===== src/rtl/node_comp_seq.sv =====
// Composition sequencer: starts N child nodes in parallel, latches each result as it arrives,
// then runs the outer function node on the collected results. A watchdog bounds every wait.
module node_comp_seq #(
  parameter int W   = 16,
  parameter int N   = 2,
  parameter int TMO = 1024
) (
  input  logic           CLK,
  input  logic           RST,
  input  logic           ST,
  output logic           RD,
  output logic [W-1:0]   RES,
  output logic           ERR,
  output logic [N-1:0]   CH_ST,
  input  logic [N-1:0]   CH_RD,
  input  logic [N*W-1:0] CH_RES,
  output logic           F_ST,
  input  logic           F_RD,
  input  logic [W-1:0]   F_RES,
  output logic [N*W-1:0] F_IN
);

  localparam int CW = $clog2(TMO);
  localparam logic [CW-1:0] CNT_LAST = CW'(TMO - 1);

  typedef enum logic [2:0] {
    IDLE, CH_START, CH_WAIT, F_START, F_WAIT, DONE
  } state_t;

  state_t         state_q, state_d;
  logic           st_old_q;
  logic           rd_q, rd_d;
  logic [W-1:0]   res_q, res_d;
  logic           err_q, err_d;
  logic [N-1:0]   ch_st_q, ch_st_d;
  logic           f_st_q, f_st_d;
  logic [N*W-1:0] f_in_q, f_in_d;
  logic [N-1:0]   seen_q, seen_d;
  logic [N-1:0]   done_q, done_d;
  logic           f_seen_q, f_seen_d;
  logic [CW-1:0]  cnt_q, cnt_d;
  logic           timeout;

  assign timeout = (cnt_q == CNT_LAST);

  always_comb begin
    state_d  = state_q;
    rd_d     = rd_q;
    res_d    = res_q;
    err_d    = err_q;
    ch_st_d  = ch_st_q;
    f_st_d   = f_st_q;
    f_in_d   = f_in_q;
    seen_d   = seen_q;
    done_d   = done_q;
    f_seen_d = f_seen_q;
    cnt_d    = cnt_q;

    case (state_q)
      IDLE: begin
        rd_d    = 1'b1;
        ch_st_d = '0;
        f_st_d  = 1'b0;
        if (ST && !st_old_q) begin
          rd_d    = 1'b0;
          err_d   = 1'b0;
          seen_d  = '0;
          done_d  = '0;
          state_d = CH_START;
        end
      end

      CH_START: begin
        ch_st_d = '1;
        cnt_d   = '0;
        state_d = CH_WAIT;
      end

      CH_WAIT: begin
        ch_st_d = '1;
        // A ready is only trusted after that child has been seen busy (low) once.
        for (int i = 0; i < N; i++) begin
          if (!CH_RD[i]) begin
            seen_d[i] = 1'b1;
          end else if (seen_q[i] && !done_q[i]) begin
            done_d[i]         = 1'b1;
            f_in_d[i*W +: W]  = CH_RES[i*W +: W];
          end
        end
        if (&done_d) begin
          ch_st_d = '0;
          state_d = F_START;
        end else if (timeout) begin
          err_d   = 1'b1;
          rd_d    = 1'b1;
          ch_st_d = '0;
          f_st_d  = 1'b0;
          state_d = IDLE;
        end else begin
          cnt_d = cnt_q + CW'(1);
        end
      end

      F_START: begin
        f_st_d   = 1'b1;
        cnt_d    = '0;
        f_seen_d = 1'b0;
        state_d  = F_WAIT;
      end

      F_WAIT: begin
        if (!F_RD) begin
          f_seen_d = 1'b1;
        end
        if (F_RD && f_seen_q) begin
          res_d   = F_RES;
          f_st_d  = 1'b0;
          state_d = DONE;
        end else if (timeout) begin
          err_d   = 1'b1;
          rd_d    = 1'b1;
          ch_st_d = '0;
          f_st_d  = 1'b0;
          state_d = IDLE;
        end else begin
          cnt_d = cnt_q + CW'(1);
        end
      end

      DONE: begin
        rd_d    = 1'b1;
        state_d = IDLE;
      end

      default: state_d = IDLE;
    endcase
  end

  always_ff @(posedge CLK) begin
    st_old_q <= ST;
    if (RST) begin
      state_q  <= IDLE;
      rd_q     <= 1'b1;
      res_q    <= '0;
      err_q    <= 1'b0;
      ch_st_q  <= '0;
      f_st_q   <= 1'b0;
      f_in_q   <= '0;
      seen_q   <= '0;
      done_q   <= '0;
      f_seen_q <= 1'b0;
      cnt_q    <= '0;
    end else begin
      state_q  <= state_d;
      rd_q     <= rd_d;
      res_q    <= res_d;
      err_q    <= err_d;
      ch_st_q  <= ch_st_d;
      f_st_q   <= f_st_d;
      f_in_q   <= f_in_d;
      seen_q   <= seen_d;
      done_q   <= done_d;
      f_seen_q <= f_seen_d;
      cnt_q    <= cnt_d;
    end
  end

  assign RD    = rd_q;
  assign RES   = res_q;
  assign ERR   = err_q;
  assign CH_ST = ch_st_q;
  assign F_ST  = f_st_q;
  assign F_IN  = f_in_q;

endmodule


===== config.mk =====
export PLATFORM = sky130hd
export DESIGN_NAME = node_comp_seq
export DESIGN_NICKNAME = d
export VERILOG_FILES = /design/src/rtl/node_comp_seq.sv
export SDC_FILE = /design/constraint.sdc
export NUM_CORES = 1
export LEC_CHECK = 0
export ABC_AREA = 1
export ABC_CLOCK_PERIOD_IN_PS = 2300
export CAP_MARGIN = 20
export CORE_AREA = 2 2 86 88
export CTS_CLUSTER_SIZE = 16
export DETAILED_ROUTE_END_ITERATION = 16
export DIE_AREA = 0 0 88 90
export HOLD_SLACK_MARGIN = 0.03
export PLACE_DENSITY = 0.85
export REMOVE_ABC_BUFFERS = 1
export SYNTH_ARGS = -nofsm -noshare
export SYNTH_HDL_FRONTEND = slang
export SYNTH_SLANG_ARGS = --single-unit

===== constraint.sdc =====
create_clock -name CLK -period 2.3 [get_ports CLK]
set_clock_uncertainty 0.15 [all_clocks]
set_input_delay 0.69 -clock CLK [delete_from_list [all_inputs] [get_ports CLK]]
set_output_delay 0.69 -clock CLK [all_outputs]
set_load 0.01 [all_outputs]

Yosys cells after proc, flatten, opt, wreduce, memory -nomap -nowiden
Index checks and enable logic that the tools add are counted.
- reduce and logical (&&, ||, !) cells: 29
- bitwise logic cells: 0
- divide/modulo/power cells: 0
- $mul: 0
- eq/ne operators: 13
- shift-type cells: 0
- add/sub/neg operators: 1
- $lt $le $gt $ge: 0
- mux-type cells: 41
- operator list (cell ; number):
    10-bit two-way mux ; 3
    10-bit case mux with 3 select lines ; 1
    3-bit AND reduction ; 7
    1-bit two-way mux ; 20
    3-bit case mux with 5 select lines ; 1
    2-bit != test (second input constant) ; 7
    3-bit two-way mux ; 4
    4-bit nonzero test ; 3
    10-bit by 1-bit adder with 10-bit output (second input constant) ; 1
    10-bit == test (second input constant) ; 1
    2-bit two-way mux ; 5
    2-bit AND reduction ; 5
    1-bit case mux with 4 select lines ; 2
    2-bit case mux with 2 select lines ; 2
    2-bit case mux with 4 select lines ; 1
    3-bit by 2-bit == test with 1-bit output (second input constant) ; 2
    3-bit == test (second input constant) ; 2
    3-bit nonzero test ; 2
    1-bit logical AND ; 4
    4-bit AND reduction ; 1
    2-bit nonzero test ; 2
    3-bit by 1-bit == test with 1-bit output (second input constant) ; 1
    1-bit logical NOT ; 3
    3-bit logical NOT ; 1
    3 further kinds ; 3
- memories: 0
- bits of input ports: 54
- RAM bits: 0
- register bits after elaboration: 72
- ROM bits: 0
- bits in latches: 0
- output and inout bits: 53
- logic and storage cells: 98

Logic depth before layout (Yosys ltp)
- depth in word-level cells: 8
- depth in mapped cells: 9
- depth with buffers taken out: 9

Least setup slack after synthesis
Ideal clock, no wire load.
- kind: input to register
- from: input CH_RD[0]
- to: register cnt_q[3]
- arrival time: 1434 ps
- slack: 584 ps
- stages: 8
- buffers on the path: 0
- data required time: 2018 ps
- library setup time: 132 ps
- cells stage by stage: nand2_1 -> nand2_1 -> nand2_1 -> nor2_4 -> nor2_4 -> nand3_2 -> nand2_1 -> a21oi_1
- word-level cells in the longest chain between the ends: 5
- ends and longest elaborated chain (element ; RTL line ; source):
    start, declared ; 15 ; input logic [N-1:0] CH_RD,
    1-bit two-way mux ; 83 ; if (!CH_RD[i]) begin
    1-bit two-way mux ; 59 ; case (state_q)
    2-bit AND reduction ; 90 ; if (&done_d) begin
    2-bit != test (no line) ; n/a ;
    3-bit AND reduction (no line) ; n/a ;
    end signal, assigned ; 164 ; cnt_q <= cnt_d;
    end, declared ; 41 ; logic [CW-1:0] cnt_q, cnt_d;
Every way passes these cells. The select of a mux whose other input is x is not followed.
A chain may end at the register's enable or synchronous reset.

Worst setup path in the final report
- from: register rd_q, in the netlist RD
- to: output RD
- RTL lines (element ; RTL line ; source):
    start, declared ; 32 ; logic rd_q, rd_d;
    start signal, assigned ; 155 ; rd_q <= rd_d;
    end, declared ; 11 ; output logic RD,
No word-level cell between the ends.

==> flow_metrics.env <==
export IMPL_gp_congestion=0.9063
export IMPL_arrival_ns=1.29
export IMPL_drcViolationCount=0
export IMPL_vias_per_cell=4.768
export IMPL_clock_path_buffers=2
export IMPL_tritoncts="yes"
export IMPL_cts_root_buf="clkbuf_8"
export IMPL_clock_sinks=71
export IMPL_finalHoldViolCount=0
export IMPL_clock_latency_ns=0.34
export IMPL_vdd_drop_max_v=0.0003952
export IMPL_cts_setup_buffers=0
export IMPL_setup_violations=0
export IMPL_max_slew_worst_pin_slew_ns=0.3689
export IMPL_cp_num_buf_inv=1
export IMPL_die_area_um2=7920
export IMPL_io_pins=107
export IMPL_yosysTopAreaCellShare=0.4620
export IMPL_status="completed"
export IMPL_grt_use_total=0.2004
export IMPL_htreeDepth=3
export IMPL_syn_instance_count=410
export IMPL_core_um2=7020
export IMPL_hp_class="reg2reg"
export IMPL_synth_most_common_cell="nor2_1"
export IMPL_power_density_nw_per_um2=570.0
export IMPL_die_w_um=88
export IMPL_power_leakage_uw=0.001833
export IMPL_yosys_top_cells_count="101 x nor2_1, 71 x dfxtp_1, 61 x nand2_1"
export IMPL_fp_row_count=31
export IMPL_yosys_most_used_dff="dfxtp_1"
export IMPL_hold_buffers=0
export IMPL_postRouteAntennaNets=0
export IMPL_multiInputGateArea_um2=1428
export IMPL_crit_path_cell_trace="clkdlybuf4s50_1"
export IMPL_slowest_stage="clkdlybuf4s50_1"
export IMPL_dp_slack_ns=-0.03316
export IMPL_relSlewSlack=0.7537
export IMPL_finalInstanceArea_um2=4438
export IMPL_drive_gt1_frac=0.1214
export IMPL_vias=2985
export IMPL_rsz0062_at_grt="false"
export IMPL_post_dp_hpwl_um=5614
export IMPL_syn_area_um2=3077
export IMPL_syn_to_final_growth_pct=44.25
export IMPL_syn_area_per_cell_um2=7.504
export IMPL_io_buffers=106
export IMPL_grt_pass1_vias=2801
export IMPL_postSynth_asyncResetShare=0
export IMPL_power_uw=2530
export IMPL_critPathCaptureType="output pin"
export IMPL_numCtsBuffers=9
export IMPL_wl_per_cell_um=12.36
export IMPL_synth_edf_count=0
export IMPL_final_max_slew_viol_count=0
export IMPL_grt_pass1_wl_um=12720
export IMPL_path_class="reg2out"
export IMPL_path_max_fanout=3
export IMPL_dieHeight_um=90
export IMPL_yosys_top_cells_area="dfxtp_1 46%, nor2_1 12%, o21ai_0 8.0%"
export IMPL_yosysTopAreaCell="dfxtp_1"
export IMPL_clkTransAtPathRegs_ns=0.07
export IMPL_num_antenna_cells=0
export IMPL_first_pass_iters=4
export IMPL_wl_um=7737
export IMPL_fillCellCount=586
export IMPL_finalCritPeriodShare=0.9249
export IMPL_grt_overflow=0
export IMPL_layout_nets=577
export IMPL_max_stage_delay_ns=0.57
export IMPL_synth_seq_cells=71
export IMPL_drt_iter0_drc=173
export IMPL_seq_area_um2=1421
export IMPL_yosysUniqueCellTypes=36
export IMPL_cap_viol_max_count=0
export IMPL_crit_path_start_kind="flip-flop"
export IMPL_crit_required_ns=1.46
export IMPL_fin_ws_ns=0.1728
export IMPL_grt_max_degree=30
export IMPL_period_needed_ns=2.127
export IMPL_initial_core_util=0.4382
export IMPL_fmax_mhz=470.1
export IMPL_antenna_found_initial=0
export IMPL_ys_seq_area_frac=0.4620
export IMPL_ys_warn_count=0
export IMPL_crit_family="buffers and inverters"
export IMPL_cts_resized=0
export IMPL_post_dp_cell_area_um2=4248
[per-stage QoR]
step	utilization	hold WS (ns)	TNS [ns]	cells
after detailed placement	0.6051	0.3062	-0.04990	610
final	0.6322	0.3172	0	626
after global placement	0.6051	0.2925	0	610
after global routing	0.6322	0.3622	0	626
after CTS	0.6322	0.3212	0	626
after floorplan	-	0.2877	0	395
[state kept, by name, summed over array words and instances, names as in the netlist]
register  flops
CH_ST         1
ERR           1
F_IN         32
F_ST          1
RD            1
RES          16
cnt_q        10
done_q        2
f_seen_q      1
seen_q        2
st_old_q      1
state_q       3
[layout by cell type, fill, tap and decap left out, types with 2 or more instances in the layout]
| cell type | instances |
|---|---|
| clkdlybuf4s50_1 | 106 |
| nor2_1 | 101 |
| dfxtp_1 | 71 |
| nand2_1 | 61 |
| o21ai_0 | 49 |
| inv_1 | 24 |
| nor2_2 | 21 |
| a21oi_1 | 20 |
| clkbuf_8 | 10 |
| buf_4 | 9 |
| nand3_1 | 8 |
| nand4_1 | 7 |
| nor2_4 | 4 |
| inv_2 | 3 |
| o21bai_1 | 3 |
| clkinv_2 | 3 |
| nor3_4 | 2 |
| inv_4 | 2 |
| nand2_2 | 2 |
| xor2_1 | 2 |
| clkbuf_1 | 2 |
[cell type report]
| type | count | share of cell area |
|---|---|---|
| Clock buffer | 12 | 0.03270 |
| Clock inverter | 4 | 0.01015 |
| Inverter | 31 | 0.02847 |
| Multi-Input combinational cell | 293 | 0.3217 |
| Sequential cell | 71 | 0.3203 |
| Tap cell | 99 | 0.02791 |
| Timing Repair Buffer | 116 | 0.2588 |
[power by group]
group	total (uW)	switching [uW]	internal [uW]	leakage [uW]
Clock	971	445	526	0.000100
Combinational	292	144	148	0.00116
Sequential	1270	20.1	1250	0.000573
Total	2530	608	1920	0.00183
[worst paths after layout]
path	start	to	slack (ns)	depth (start not counted)
max	RD	RD	0.17	1
min	ERR	ERR	0.32	2
min reg2reg	ERR	ERR	0.32	2
max reg2reg	cnt_q[1]	CH_ST[0]	0.40	8
[cell families after synthesis]
| kind of cell | count (synthesis) | synth area share |
|---|---|---|
| compound gates | 76 | 0.1285 |
| flops | 71 | 0.4620 |
| simple gates | 213 | 0.3229 |
| buf+inv | 46 | 0.07401 |
| fa+ha+maj | 1 | 0.004066 |
| xor+xnor | 3 | 0.008542 |
[layer usage]
layer | share of wire | track usage | vias to the layer above
met5 | 0 | 0 | -
met4 | 0.011 | 0.07949 | 0
met3 | 0.093 | 0.07622 | 9
met2 | 0.48 | 0.3068 | 98
met1 | 0.42 | 0.2522 | 1344
li1 | - | - | 1534
(Power assumes the default switching activity.)
